==> src/rtl/morse_pkg.sv <==
// -----------------------------------------------------------------------------
// morse_pkg
// Constants shared by the Morse capture path (morse_receiver) and the Morse
// serializer: symbol encodings, code-word geometry and the receiver FSM states.
// A code word is CODE_W bits made of MAX_SYMS two-bit symbol pairs, filled
// MSB-first starting at bits [9:8]; unused pairs are SYM_NONE.
// -----------------------------------------------------------------------------
package morse_pkg;

    localparam logic [1:0] SYM_NONE = 2'b00;
    localparam logic [1:0] SYM_DOT  = 2'b10;
    localparam logic [1:0] SYM_DASH = 2'b11;

    localparam int MAX_SYMS = 5;
    localparam int CODE_W   = 10;

    typedef enum logic [1:0] {
        IDLE  = 2'd0,
        MARK  = 2'd1,
        SPACE = 2'd2
    } state_t;

    // Returns word with symbol pair number idx (0 = bits [9:8]) set to sym.
    function automatic logic [CODE_W-1:0] place_sym(
        input logic [CODE_W-1:0] word,
        input logic [2:0]        idx,
        input logic [1:0]        sym
    );
        logic [CODE_W-1:0] r_res;
        r_res = word;
        for (int i = 0; i < MAX_SYMS; i++) begin
            if (idx == 3'(i)) begin
                r_res[CODE_W-1-2*i -: 2] = sym;
            end
        end
        return r_res;
    endfunction

endpackage

==> src/rtl/key_sync.sv <==
// -----------------------------------------------------------------------------
// key_sync
// Two-flop synchronizer for the asynchronous key line plus an edge detector
// that compares the synchronized level against its previous value.
// Ports:
//   clk    in   system clock
//   reset  in   asynchronous, active-low reset (all flops clear to 0)
//   key    in   raw key level, 1 = pressed, asynchronous to clk
//   key_s  out  synchronized key level (2 clk latency)
//   rise   out  key_s went 0->1 this cycle (combinational from flops)
//   fall   out  key_s went 1->0 this cycle (combinational from flops)
// -----------------------------------------------------------------------------
module key_sync (
    input  logic clk,
    input  logic reset,
    input  logic key,
    output logic key_s,
    output logic rise,
    output logic fall
);

    logic r_meta;
    logic r_sync;
    logic r_prev;

    always_ff @(posedge clk or negedge reset) begin
        if (!reset) begin
            r_meta <= 1'b0;
            r_sync <= 1'b0;
            r_prev <= 1'b0;
        end else begin
            r_meta <= key;
            r_sync <= r_meta;
            r_prev <= r_sync;
        end
    end

    assign key_s = r_sync;
    assign rise  = r_sync & ~r_prev;
    assign fall  = ~r_sync & r_prev;

endmodule

==> src/rtl/morse_receiver.sv <==
// -----------------------------------------------------------------------------
// morse_receiver
// Times key presses and releases against the tick strobe, classifies each
// press as dot or dash and packs a letter into a 10-bit code word (two bits
// per symbol, MSB-first). A release lasting GAP_TICKS ticks ends the letter.
// Ports:
//   clk        in   system clock (single domain)
//   reset      in   asynchronous, active-low reset
//   tick       in   one-clk timing strobe
//   key        in   raw key level, 1 = pressed, asynchronous
//   code       out  last captured letter
//   len        out  symbol count of code (0..5)
//   valid      out  one-cycle pulse when code/len/err update
//   err        out  last letter had more than 5 symbols
//   dbg_state  out  current FSM state, for observation only
// Output protocol: valid is a push-only strobe with no back-pressure; code,
// len and err change in the same cycle valid is high and then hold until the
// next emission.
// -----------------------------------------------------------------------------
module morse_receiver
    import morse_pkg::*;
#(
    parameter int DASH_TICKS = 3,
    parameter int GAP_TICKS  = 3,
    parameter int CNT_W      = 4
) (
    input  logic              clk,
    input  logic              reset,
    input  logic              tick,
    input  logic              key,
    output logic [CODE_W-1:0] code,
    output logic [2:0]        len,
    output logic              valid,
    output logic              err,
    output state_t            dbg_state
);

    localparam logic [CNT_W-1:0] CNT_MAX = {CNT_W{1'b1}};
    localparam logic [CNT_W-1:0] DASH_C  = CNT_W'(DASH_TICKS);
    localparam logic [CNT_W-1:0] GAP_C   = CNT_W'(GAP_TICKS);
    localparam logic [2:0]       MAX_N   = 3'(MAX_SYMS);

    logic w_key_s;
    logic w_rise;
    logic w_fall;

    key_sync u_key_sync (
        .clk   (clk),
        .reset (reset),
        .key   (key),
        .key_s (w_key_s),
        .rise  (w_rise),
        .fall  (w_fall)
    );

    state_t            r_state, w_state;
    logic [CNT_W-1:0]  r_cnt,   w_cnt;
    logic [CODE_W-1:0] r_word,  w_word;
    logic [2:0]        r_n,     w_n;
    logic              r_ovf,   w_ovf;
    logic [CODE_W-1:0] r_code,  w_code;
    logic [2:0]        r_len,   w_len;
    logic              r_err,   w_err;
    logic              r_valid, w_valid;

    logic [CNT_W-1:0]  w_cnt_inc;
    logic [1:0]        w_sym;

    // Saturating increment: a very long press must stay a dash.
    assign w_cnt_inc = (r_cnt == CNT_MAX) ? r_cnt : r_cnt + 1'b1;
    // Zero-tick presses fall below DASH_C and are dots.
    assign w_sym     = (r_cnt >= DASH_C) ? SYM_DASH : SYM_DOT;

    always_ff @(posedge clk or negedge reset) begin
        if (!reset) begin
            r_state <= IDLE;
            r_cnt   <= '0;
            r_word  <= '0;
            r_n     <= '0;
            r_ovf   <= 1'b0;
            r_code  <= '0;
            r_len   <= '0;
            r_err   <= 1'b0;
            r_valid <= 1'b0;
        end else begin
            r_state <= w_state;
            r_cnt   <= w_cnt;
            r_word  <= w_word;
            r_n     <= w_n;
            r_ovf   <= w_ovf;
            r_code  <= w_code;
            r_len   <= w_len;
            r_err   <= w_err;
            r_valid <= w_valid;
        end
    end

    // Key edges are tested before tick in every state, so an edge coinciding
    // with a tick restarts cnt and that tick is dropped.
    always_comb begin
        w_state = r_state;
        w_cnt   = r_cnt;
        w_word  = r_word;
        w_n     = r_n;
        w_ovf   = r_ovf;
        w_code  = r_code;
        w_len   = r_len;
        w_err   = r_err;
        w_valid = 1'b0;

        case (r_state)
            IDLE: begin
                if (w_rise) begin
                    w_state = MARK;
                    w_cnt   = '0;
                end
            end

            MARK: begin
                if (w_fall) begin
                    if (r_n < MAX_N) begin
                        w_word = place_sym(r_word, r_n, w_sym);
                        w_n    = r_n + 3'd1;
                    end else begin
                        w_ovf  = 1'b1;
                    end
                    w_state = SPACE;
                    w_cnt   = '0;
                end else if (tick) begin
                    w_cnt = w_cnt_inc;
                end
            end

            SPACE: begin
                if (w_rise) begin
                    w_state = MARK;
                    w_cnt   = '0;
                end else if (tick) begin
                    if (w_cnt_inc == GAP_C) begin
                        w_code  = r_word;
                        w_len   = r_n;
                        w_err   = r_ovf;
                        w_valid = 1'b1;
                        w_word  = '0;
                        w_n     = '0;
                        w_ovf   = 1'b0;
                        w_cnt   = '0;
                        w_state = IDLE;
                    end else begin
                        w_cnt = w_cnt_inc;
                    end
                end
            end

            default: begin
                w_state = IDLE;
                w_cnt   = '0;
            end
        endcase
    end

    assign code      = r_code;
    assign len       = r_len;
    assign err       = r_err;
    assign valid     = r_valid;
    assign dbg_state = r_state;

endmodule

==> config.mk <==
export PLATFORM = sky130hd
export DESIGN_NAME = morse_receiver
export DESIGN_NICKNAME = d
export VERILOG_FILES = /design/src/rtl/morse_pkg.sv /design/src/rtl/key_sync.sv /design/src/rtl/morse_receiver.sv
export SDC_FILE = /design/constraint.sdc
export NUM_CORES = 1
export LEC_CHECK = 0
export ABC_AREA = 1
export ABC_CLOCK_PERIOD_IN_PS = 3200
export BUFFER_PORTS_ARGS = -buffer_cell sky130_fd_sc_hd__buf_2
export CORE_ASPECT_RATIO = 1.1
export CORE_MARGIN = 10
export CORE_UTILIZATION = 25
export DETAILED_ROUTE_END_ITERATION = 16
export HOLD_SLACK_MARGIN = 0.15
export PLACE_DENSITY = 0.48
export SLEW_MARGIN = 20
export SYNTH_ARGS = -nofsm -noshare
export SYNTH_HDL_FRONTEND = slang
export SYNTH_SLANG_ARGS = --single-unit
==> constraint.sdc <==
create_clock -name clk -period 3.2 [get_ports clk]
set_input_delay 0.64 -clock clk [delete_from_list [all_inputs] [get_ports clk]]
set_output_delay 0.64 -clock clk [all_outputs]
set_load 0.02 [all_outputs]
==> flow_summary.toml <==
[status]
status = "complete, no violations"

[sta]
fin_crit_sh_pct = 67.2
tns_ns = 0
tightest_slew_ns = 0.873
setup_violations = 0
rsz0062_at_grt = "no"
period_needed_ns = 2.15
hold_viol_final = 0
worst_clock_skew_ns = 0.00666
fmax_mhz = 465
slew_viol_final = 0
maxSlewHeadroom_pct = 41.8

[clock_network]
clockBufferDepth = 2
post-cts-setup-buffers = 0
cts_tree = "built"
postCtsHoldBufs = 0
numCtsBuffers = 5
clk_pin_slew_worst_paths_ns = 0.07
clock_sinks = 38
cts_resized = 0
h-tree-depth = 2
clk_latency_ns = 0.29
clockRootBuffer = "clkbuf_8"

[floorplan]
num_rows = 33
start_util_pct = 25.9
die_area_um2 = 11700
io-pin-count = 21
core_um2 = 7510
die_width_um = 104
die_y_um = 113

[final_layout]
layout_commonest_cell = "nand2_1"
area_growth_syn_to_layout_pct = 13.4
fill_cells = 853
final_cell_mix = "nand2_1 (87), dfrtp_1 (38), buf_2 (20)"
drive_gt1_share_pct = 19.2
fin_nets = 264
n_antenna_cell = 0

[power_and_ir_drop]
p_per_area_nw_per_um2 = 828
p_leak_nw = 1.16
total_power_mw = 1.83
vdd_drop_max_uv = 364

[synthesis]
synth_cells = 227
ys_warn_count = 0
avgSynthCellArea_um2 = 8.57
ys_types = 26
seq_area_frac_synth_pct = 48.9
synth_fp_nets = 241
ys_ff_latch = 38
syn_area_um2 = 1950

[hold_path]
hold_start = "u_key_sync.r_meta"
min_delay_path_depth = 0
holdPathEnd = "u_key_sync.key_s"
hp-class = "flop to flop"

[drt]
vias_per_cell = 4.22
ant_nets = 0
drc = 0
vias = 1497
wl_per_cell_um = 10.8
drt_iter0_markers = 37
wl_um = 3840
first_pass_iters = 4

[place]
hpwl_um = 2800
io_buffer_count = 20
gp_congestion = 0.774

[setup_path]
arrival_ns = 2.32
r2r-end = "r_n[2]"
worstPathRequired_ns = 3.37
regToRegStartpoint = "dbg_state[1]"
setup.worst_path.end_class = "flop"
critPathKind = "flop to flop"
r2r_slack_ns = 1.05
worstRegToRegCells = 8
start_kind = "flop"
crit_fanout = 19

[grt]
grt_pass1_vias = 1499
antenna_found_initial = 0
globalRouteOverflowTotal = 0
grt_max_degree = 39
grt.total_usage_pct = 6.79
grt_pass1_wl_um = 6660

[run]
timing.max_cap.violations = 0
report_power, final:
part	internal [mW]	switching, mW	total, mW
sequential	0.609	0.0871	0.696
clock	0.146	0.166	0.312
combinational	0.265	0.554	0.819
total	1.02	0.807	1.83
flip-flops by register name, summed over array words and instances, names as in the netlist:
| register | count |
|---|---|
| r_n | 3 |
| err | 1 |
| dbg_state | 2 |
| u_key_sync.r_prev | 1 |
| u_key_sync.r_meta | 1 |
| r_ovf | 1 |
| r_word | 10 |
| valid | 1 |
| u_key_sync.key_s | 1 |
| r_cnt | 4 |
| code | 10 |
| len | 3 |
cell usage after synthesis:
library cell  instances  area [um^2]
a31oi_1               1         6.26
nor2_4                2         22.5
buf_6                 2         22.5
ha_1                 10          125
buf_12                1         20.0
inv_2                 2         7.51
a21oi_1               3         15.0
nor2_2                1         6.26
nand2_4               2         22.5
buf_4                 1         7.51
nand2_8               1         20.0
o22ai_1               3         18.8
o21ai_0               9         45.0
nand3_1              13         65.1
nor2_1                4         15.0
or2_2                 1         6.26
nand4_1              13         81.3
nand3b_1              1         7.51
clkinv_1              1         3.75
nand2_2              10         62.6
dfrtp_1              38          951
inv_1                18         67.6
nand2_1              87          327
inv_4                 1         6.26
inv_6                 1         8.76
o21ai_1               1         5.00
metal layers:
metal | GRT usage, % | vias to the layer above | wire length, um
li1 | - | 773 | -
met1 | 7.60 | 693 | 1820
met2 | 11.6 | 27 | 1810
met3 | 2.63 | 4 | 171
met4 | 2.23 | 0 | 34
met5 | 0 | - | 0
logic make-up (layout without fill, tap and decap cells):
group	count (synthesis)	count (layout)	share of synthesized area (%)
AOI/OAI and AO/OA	17	17	4.63
and+or+nand+nor	135	135	32.7
buffers and inverters	27	50	7.40
adders and majority gates	10	10	6.43
DFF	38	38	48.9
worst max-delay path, cell delays in order, from the launching register on:
cell and delay (ns):
dfrtp_1 0.41, inv_1 0.09, ha_1 0.29, nand2_1 0.17, nand4_1 0.16, nor2_2 0.55
nand2_1 0.20, nand2_1 0.09, o21ai_0 0.08
per-stage QoR:
step           hold WS, ns  instances  util [%]  setup slack [ns]  area [um^2]
2_1_floorplan        0.331        227         -              1.44         1950
3_3_place_gp         0.334        348      28.3              1.10         2130
3_5_place_dp         0.335        348      28.3              1.09         2130
4_1_cts              0.351        355      29.4              1.06         2210
5_1_grt              0.375        355      29.4             0.840         2210
6_report             0.349        355      29.4              1.05         2210
worst max path at each step:
stage	from	slack, ns	endpoint
floorplan	dbg_state[0]	1.44	r_word[0]
global placement	dbg_state[1]	1.10	r_n[2]
detailed placement	dbg_state[1]	1.09	r_n[2]
CTS	dbg_state[1]	1.06	r_n[2]
global route	dbg_state[1]	0.84	r_n[2]
finish	dbg_state[1]	1.05	r_n[2]
area by class of cell:
class / instances / area (um^2) / area share (%)
multi-input combinational: 162 / 851 / 38.6
clock inverter: 2 / 10.0 / 0.454
inverter: 23 / 93.8 / 4.25
clock buffer: 5 / 68.8 / 3.12
sequential: 38 / 951 / 43.1
timing repair buffer: 20 / 100 / 4.54
tap: 105 / 131 / 5.96
Power figures use the tool's default switching activity.
